--- src/rtl/spi_xfer_arbiter_pkg.sv ---
// Shared types and constants for the SPI transfer arbiter: FSM state encoding,
// length-field width helper and the driver-ready timeout.
package spi_arb_pkg;

  typedef enum logic [2:0] {
    ST_IDLE    = 3'd0,
    ST_ARB     = 3'd1,
    ST_LAUNCH  = 3'd2,
    ST_XFER    = 3'd3,
    ST_CAPTURE = 3'd4,
    ST_GAP     = 3'd5
  } arb_state_t;

  localparam int TIMEOUT_CLKS = 64;

  // Width of a bit-count field able to hold 0..maxlen and flag out-of-range values.
  function automatic int lw_of(input int maxlen);
    return $clog2(maxlen) + 1;
  endfunction

endpackage

--- src/rtl/spi_xfer_arbiter_if.sv ---
// Requester and driver bus of the SPI transfer arbiter; "slave" is the arbiter
// side, "master" is the requesters plus SPI driver side.
interface spi_xfer_arbiter_if #(
  parameter int NUM_REQ    = 4,
  parameter int SPI_MAXLEN = 16
);
  import spi_arb_pkg::*;
  localparam int LW = lw_of(SPI_MAXLEN);

  // Handshakes: req is a level held (with req_len/req_data) until the matching
  // one-cycle done; gnt is one-hot for the whole transaction; err and rx_data are
  // valid only while done is high. Driver side: drv_start_cmd rises only when
  // drv_rdy is 1 and stays high for exactly drv_n_clks cycles.
  logic [NUM_REQ-1:0]            req;
  logic [NUM_REQ*LW-1:0]         req_len;
  logic [NUM_REQ*SPI_MAXLEN-1:0] req_data;
  logic [NUM_REQ-1:0]            gnt;
  logic [NUM_REQ-1:0]            done;
  logic                          err;
  logic [SPI_MAXLEN-1:0]         rx_data;
  logic                          drv_rdy;
  logic                          drv_start_cmd;
  logic [LW-1:0]                 drv_n_clks;
  logic [SPI_MAXLEN-1:0]         drv_tx_data;
  logic [SPI_MAXLEN-1:0]         drv_rx_data;

  modport slave (
    input  req, req_len, req_data, drv_rdy, drv_rx_data,
    output gnt, done, err, rx_data, drv_start_cmd, drv_n_clks, drv_tx_data
  );

  modport master (
    output req, req_len, req_data, drv_rdy, drv_rx_data,
    input  gnt, done, err, rx_data, drv_start_cmd, drv_n_clks, drv_tx_data
  );

endinterface

--- src/rtl/spi_xfer_arbiter_rr.sv ---
// Combinational round-robin picker: first set req bit at or after ptr, wrapping.
module spi_rr_arbiter #(
  parameter int NUM_REQ = 4,
  parameter int PW      = 2
) (
  input  logic [NUM_REQ-1:0] req,
  input  logic [PW-1:0]      ptr,
  output logic [NUM_REQ-1:0] gnt,
  output logic               valid
);

  logic [PW:0]   sum;
  logic [PW-1:0] idx;

  always_comb begin
    gnt   = '0;
    valid = 1'b0;
    sum   = '0;
    idx   = '0;
    for (int k = 0; k < NUM_REQ; k++) begin
      sum = {1'b0, ptr} + (PW+1)'(k);
      if (sum >= (PW+1)'(NUM_REQ)) sum = sum - (PW+1)'(NUM_REQ);
      idx = sum[PW-1:0];
      if (!valid && req[idx]) begin
        gnt[idx] = 1'b1;
        valid    = 1'b1;
      end
    end
  end

endmodule

--- src/rtl/spi_xfer_arbiter.sv ---
// Round-robin arbiter sharing one SPI driver among NUM_REQ requesters.
// Optional: define SPI_XFER_ARBITER_TIMEOUT_EN to abort LAUNCH after 64 cycles without drv_rdy.
module spi_xfer_arbiter
  import spi_arb_pkg::*;
#(
  parameter int NUM_REQ    = 4,
  parameter int SPI_MAXLEN = 16,
  parameter int GAP_CLKS   = 2
) (
  input  logic                SCLK,
  input  logic                sresetn,
  spi_xfer_arbiter_if.slave   bus,
  output logic                busy,
  output arb_state_t          dbg_state
);

  localparam int LW = lw_of(SPI_MAXLEN);
  localparam int PW = (NUM_REQ > 1) ? $clog2(NUM_REQ) : 1;

  arb_state_t            state;
  logic [NUM_REQ-1:0]    gnt_q, done_q;
  logic                  err_q, start_q;
  logic [SPI_MAXLEN-1:0] rx_q, tx_q;
  logic [LW-1:0]         n_clks_q, bit_cnt;
  logic [3:0]            gap_cnt;
  logic [PW-1:0]         ptr;
`ifdef SPI_XFER_ARBITER_TIMEOUT_EN
  logic [6:0]            to_cnt;
`endif

  logic [NUM_REQ-1:0]    rr_gnt;
  logic                  rr_valid;
  logic [PW-1:0]         sel_idx, next_ptr;
  logic [LW-1:0]         sel_len;
  logic [SPI_MAXLEN-1:0] sel_data;
  logic                  len_bad;

  spi_rr_arbiter #(.NUM_REQ(NUM_REQ), .PW(PW)) u_rr (
    .req   (bus.req),
    .ptr   (ptr),
    .gnt   (rr_gnt),
    .valid (rr_valid)
  );

  always_comb begin
    sel_idx  = '0;
    sel_len  = '0;
    sel_data = '0;
    for (int i = 0; i < NUM_REQ; i++) begin
      if (rr_gnt[i]) begin
        sel_idx  = PW'(i);
        sel_len  = bus.req_len[i*LW +: LW];
        sel_data = bus.req_data[i*SPI_MAXLEN +: SPI_MAXLEN];
      end
    end
  end

  assign next_ptr = (sel_idx == PW'(NUM_REQ - 1)) ? '0 : sel_idx + PW'(1);
  assign len_bad  = (sel_len == '0) || (sel_len > LW'(SPI_MAXLEN));

  always_ff @(posedge SCLK) begin
    if (!sresetn) begin
      state    <= ST_IDLE;
      gnt_q    <= '0;
      done_q   <= '0;
      err_q    <= 1'b0;
      start_q  <= 1'b0;
      rx_q     <= '0;
      tx_q     <= '0;
      n_clks_q <= '0;
      bit_cnt  <= '0;
      gap_cnt  <= '0;
      ptr      <= '0;
`ifdef SPI_XFER_ARBITER_TIMEOUT_EN
      to_cnt   <= '0;
`endif
    end else begin
      done_q <= '0;
      case (state)
        ST_IDLE: if (|bus.req) state <= ST_ARB;
        ST_ARB: begin
          if (rr_valid) begin
            gnt_q    <= rr_gnt;
            n_clks_q <= sel_len;
            tx_q     <= sel_data;
            ptr      <= next_ptr;
`ifdef SPI_XFER_ARBITER_TIMEOUT_EN
            to_cnt   <= '0;
`endif
            // Illegal lengths complete immediately with err and never touch the driver.
            if (len_bad) begin
              done_q <= rr_gnt;
              err_q  <= 1'b1;
              rx_q   <= bus.drv_rx_data;
              state  <= ST_CAPTURE;
            end else begin
              state  <= ST_LAUNCH;
            end
          end else begin
            state <= ST_IDLE;
          end
        end
        ST_LAUNCH: begin
          if (bus.drv_rdy) begin
            start_q <= 1'b1;
            bit_cnt <= n_clks_q;
            state   <= ST_XFER;
          end
`ifdef SPI_XFER_ARBITER_TIMEOUT_EN
          else if (to_cnt == 7'(TIMEOUT_CLKS - 1)) begin
            done_q <= gnt_q;
            err_q  <= 1'b1;
            rx_q   <= bus.drv_rx_data;
            state  <= ST_CAPTURE;
          end else begin
            to_cnt <= to_cnt + 7'd1;
          end
`endif
        end
        ST_XFER: begin
          bit_cnt <= bit_cnt - LW'(1);
          // Last bit: drop start now so it stays high exactly n_clks cycles.
          if (bit_cnt == LW'(1)) begin
            start_q <= 1'b0;
            done_q  <= gnt_q;
            err_q   <= 1'b0;
            rx_q    <= bus.drv_rx_data;
            state   <= ST_CAPTURE;
          end
        end
        ST_CAPTURE: begin
          gnt_q   <= '0;
          err_q   <= 1'b0;
          gap_cnt <= 4'(GAP_CLKS - 1);
          state   <= ST_GAP;
        end
        ST_GAP: begin
          if (gap_cnt == 4'd0) state <= ST_IDLE;
          else gap_cnt <= gap_cnt - 4'd1;
        end
        default: state <= ST_IDLE;
      endcase
    end
  end

  assign bus.gnt           = gnt_q;
  assign bus.done          = done_q;
  assign bus.err           = err_q;
  assign bus.rx_data       = rx_q;
  assign bus.drv_start_cmd = start_q;
  assign bus.drv_n_clks    = n_clks_q;
  assign bus.drv_tx_data   = tx_q;
  assign busy              = (state != ST_IDLE);
  assign dbg_state         = state;

endmodule

--- src/flat_wrapper.sv ---
// flat-port wrapper written by rule: the top's interface ports become plain ports
module spi_xfer_arbiter_flat import spi_arb_pkg::*;
#(
  parameter int NUM_REQ    = 4,
  parameter int SPI_MAXLEN = 16,
  parameter int GAP_CLKS   = 2
)
  (SCLK, sresetn, busy, dbg_state, bus_req, bus_req_len, bus_req_data, bus_drv_rdy, bus_drv_rx_data, bus_gnt, bus_done, bus_err, bus_rx_data, bus_drv_start_cmd, bus_drv_n_clks, bus_drv_tx_data);
  spi_xfer_arbiter_if #(.NUM_REQ(NUM_REQ), .SPI_MAXLEN(SPI_MAXLEN)) bus_i ();
  input  logic SCLK;
  input  logic sresetn;
  output logic busy;
  output arb_state_t dbg_state;
  input wire logic [$bits(bus_i.req)-1:0] bus_req;
  input wire logic [$bits(bus_i.req_len)-1:0] bus_req_len;
  input wire logic [$bits(bus_i.req_data)-1:0] bus_req_data;
  input wire logic [$bits(bus_i.drv_rdy)-1:0] bus_drv_rdy;
  input wire logic [$bits(bus_i.drv_rx_data)-1:0] bus_drv_rx_data;
  output wire logic [$bits(bus_i.gnt)-1:0] bus_gnt;
  output wire logic [$bits(bus_i.done)-1:0] bus_done;
  output wire logic [$bits(bus_i.err)-1:0] bus_err;
  output wire logic [$bits(bus_i.rx_data)-1:0] bus_rx_data;
  output wire logic [$bits(bus_i.drv_start_cmd)-1:0] bus_drv_start_cmd;
  output wire logic [$bits(bus_i.drv_n_clks)-1:0] bus_drv_n_clks;
  output wire logic [$bits(bus_i.drv_tx_data)-1:0] bus_drv_tx_data;
  assign bus_i.req = bus_req;
  assign bus_i.req_len = bus_req_len;
  assign bus_i.req_data = bus_req_data;
  assign bus_i.drv_rdy = bus_drv_rdy;
  assign bus_i.drv_rx_data = bus_drv_rx_data;
  assign bus_gnt = bus_i.gnt;
  assign bus_done = bus_i.done;
  assign bus_err = bus_i.err;
  assign bus_rx_data = bus_i.rx_data;
  assign bus_drv_start_cmd = bus_i.drv_start_cmd;
  assign bus_drv_n_clks = bus_i.drv_n_clks;
  assign bus_drv_tx_data = bus_i.drv_tx_data;
  spi_xfer_arbiter #(.NUM_REQ(NUM_REQ), .SPI_MAXLEN(SPI_MAXLEN), .GAP_CLKS(GAP_CLKS)) u_core (.SCLK(SCLK), .sresetn(sresetn), .bus(bus_i), .busy(busy), .dbg_state(dbg_state));
endmodule
--- config.mk ---
export PLATFORM = sky130hd
export DESIGN_NAME = spi_xfer_arbiter_flat
export DESIGN_NICKNAME = d
export VERILOG_FILES = /design/src/rtl/spi_xfer_arbiter_pkg.sv /design/src/rtl/spi_xfer_arbiter_if.sv /design/src/rtl/spi_xfer_arbiter_rr.sv /design/src/rtl/spi_xfer_arbiter.sv /design/src/flat_wrapper.sv
export SDC_FILE = /design/constraint.sdc
export NUM_CORES = 1
export LEC_CHECK = 0
export CAP_MARGIN = 20
export CORE_ASPECT_RATIO = 1.25
export CORE_UTILIZATION = 43
export DETAILED_ROUTE_END_ITERATION = 10
export GPL_ROUTABILITY_DRIVEN = 0
export PLACE_DENSITY = 0.92
export SYNTH_ARGS = -nofsm -noshare
export SYNTH_HDL_FRONTEND = slang
export SYNTH_HIERARCHICAL = 1
export SYNTH_SLANG_ARGS = --single-unit
--- constraint.sdc ---
create_clock -name SCLK -period 4.23 [get_ports SCLK]
set_clock_uncertainty 0.05 [all_clocks]
set_input_delay 0.6345 -clock SCLK [delete_from_list [all_inputs] [get_ports SCLK]]
set_output_delay 0.6345 -clock SCLK [all_outputs]
set_load 0.02 [all_outputs]
==> results.tsv <==
metric	value	unit
most frequent cell after synthesis	nand2_1	
clk slew on worst S/H paths	80	ps
period utilization	94.9	%
Vias/cell	5.75	
CP required	4420	ps
Reg-to-Reg Start	u_core/ptr[0]	
count of cell types in the netlist	51	
post-synthesis mux area share	7.58	%
post-route ant nets	0	
max_slew headroom	31.7	%
Clock Path Buffers	2	
wire per inst	16.6	um
crit path to	u_core/dbg_state[2]	
Setup crit end kind	flip-flop	
detailed placement HPWL	8660	um
area leader, netlist	dfxtp_1	
RSZ-0062 raised after global routing	false	
Final min period	4010	ps
Starting Density	44.3	%
first-pass GRT wire length	19000	um
EDFF count, synth	0	
Slew Viols, Final	0	
maximum clock rate	249	MHz
hold buffers post-CTS	0	
crit path cell chain	clkdlybuf4s50_1 -> or3b_1 -> a2111oi_2 -> or3_4 -> o2bb2ai_2 -> buf_4 -> nand3b_1 -> a32oi_1 -> nor4_2 -> xor2_2 -> nor2_1 -> o311a_1	
Post-Synth Simple-Gate Area	27.0	%
CP Launch Type	input port	
Worst VDD drop	0.336	mV
R2R Path End	u_core/dbg_state[2]	
Initial DRC Count	288	
static leakage	0.00201	uW
Overall Global Routing Usage	26.7	%
worst path arrival time	4200	ps
max-cap check violation count	0	
Slowest-stage cell, CP	clkdlybuf4s50_1	
Synth Register Bits	61	
crit-path max FO	24	
clock root buffer	clkbuf_8	
CTS resizes	0	
DRC viols	4	
final net count	714	
syn_nets	573	
vias in the first global route	4063	
largest net degree at the start of global routing	39	
XOR/XNOR share of the synthesized area	0.926	%
area fraction in compound gates after synthesis	21.4	%
CTS tree	done	
layout cells sized above 1	7.13	%
CP Class	input port to flip-flop	
pwr dens	704	nW/um^2
std cell rows	37	
Main synth FF type	dfxtp_1	
antenna violations before repair	0	
Die Height	105	um
Final setup viols	0	
syn_area_per_cell	7.98	sq um
n_diodes	0	
CTS Buf Count	9	
main combinational cell family by area after synthesis	simple AND/OR/NAND/NOR gates	
Synth Area in Adders	3.09	%
Final Util	67.0	%
Synth Warn #	6	
setup bufs post-CTS	0	
DR pass1 iterations	10	
Final Hold Fails	0	
Post-Syn Area	3650	sq um
clock sink count	61	
Reg2Reg Depth	13	
Std-Cell Core Area	8240	sq um
R2R setup slack	300	ps
status	finished with violations	
htree depth	3	
fillers	684	
Die ar.	8860	sq um
class of the worst hold path	flip-flop to flip-flop	
Worst Setup SP	bus_req[3]	
final hold slack	406	ps
asr flop ratio synth	0	%
vias	4023	
IO Port Bufs	157	
TNS Setup	0	ps
CP peak stage delay	620	ps
die extent in x	84.4	um
cells after synthesis	457	
top cell type's share of synthesized area	33.5	%
grt total ovfl	0	
register area share after synthesis	33.5	%
# IOs	158	
failing checks	design-rule violations	
Layout area overhead	51.3	%
worst-skew pair later-pin latency	350	ps
Synth top cells by count	nand2_1, dfxtp_1, nor2_1	
Synth area leaders	dfxtp_1, nand2_1, mux2i_1, nor3_1, a211oi_1	
worst-margin pin slew	1020	ps
Routed Wire Length	11600	um
critical path: cells and delay by family:
kind,cells,cell delay (ps)
buffers and inverters,2,970
AOI/OAI and AO/OA,4,1240
and+or+nand+nor,5,1080
xor gates and xnor gates,1,270
sequential cells by signal (all words and copies together) (netlist names):
register	count
u_core/ptr	2
u_core/bus.drv_n_clks	5
u_core/bus.gnt	4
u_core/bus.err	1
u_core/dbg_state	3
u_core/bus.rx_data	16
u_core/bus.done	4
u_core/gap_cnt	4
u_core/bit_cnt	5
u_core/bus.drv_tx_data	16
u_core/bus.drv_start_cmd	1
through the flow:
step                power (uW)  cells  worst slack [ps]  cell area [sq um]
detailed placement        3270    684             -62.3               5300
floorplan                 2450    457               502               3650
global placement          3160    684               172               5300
global route              4110    700              8.38               5520
CTS                       3870    700               265               5520
finish                    3890    700               216               5520
layer usage:
layer  up-vias  track usage [%]  wire, um
met5         -                0         0
met4         0             14.0       387
met3        38             5.69       765
met2       186             48.4      6160
met1      1869             28.8      4330
li1       1930                -         -
how the worst min path moves through the flow:
stage,from,end,slack [ps],depth (start not counted)
finish,u_core/bus.rx_data[8],u_core/bus.rx_data[8],410,2
CTS,u_core/bus.rx_data[6],u_core/bus.rx_data[6],410,2
global route,u_core/bus.rx_data[2],u_core/bus.rx_data[2],430,2
floorplan,u_core/gap_cnt[0],u_core/gap_cnt[0],380,1
detailed placement,u_core/bus.rx_data[6],u_core/bus.rx_data[6],400,2
global placement,u_core/bus.rx_data[6],u_core/bus.rx_data[6],390,2
power by group:
group          switching (uW)  internal, uW  total, uW
combinational            1350          1070       2420
clock                     240           347        586
sequential                129           752        881
cell usage in the layout, fill, tap and decap left out, types with 2 or more instances in the layout:
master,count
clkbuf_8,10
nand2_1,66
o22ai_1,6
mux2i_1,22
clkinv_2,2
a21oi_1,19
and3_1,5
nor2b_1,19
buf_4,11
o21ai_0,5
o2bb2ai_2,2
bufinv_16,2
nor2_1,44
nand2b_1,5
nand4bb_1,4
dfxtp_1,61
nand3b_1,5
a32o_1,4
a32oi_1,5
clkdlybuf4s50_1,157
a221oi_1,18
mux2_2,3
nand3_1,2
nor3_1,39
inv_1,16
a211oi_1,25
ha_1,9
nor4_1,3
and2_1,3
a2111oi_2,2
a31o_1,2
a31oi_1,2
cells by family after synthesis:
group / count (synthesis)
adder cells (fa/ha/maj): 9
buffers and inverters: 55
flip-flops: 61
multiplexers: 26
AND/OR/NAND/NOR: 202
AO/OA/AOI/OAI: 101
XOR/XNOR: 3
layout make-up:
cell class                 count  area (sq um)  area share (%)
timing repair buffer         169          1670            30.3
sequential                    61          1220            22.1
clock inverter                 6          86.3            1.56
tap                           97           121            2.20
inverter                      16          60.1            1.09
multi-input combinational    341          2220            40.2
clock buffer                  10           138            2.49
No activity file was read; power rests on OpenSTA's default activity.
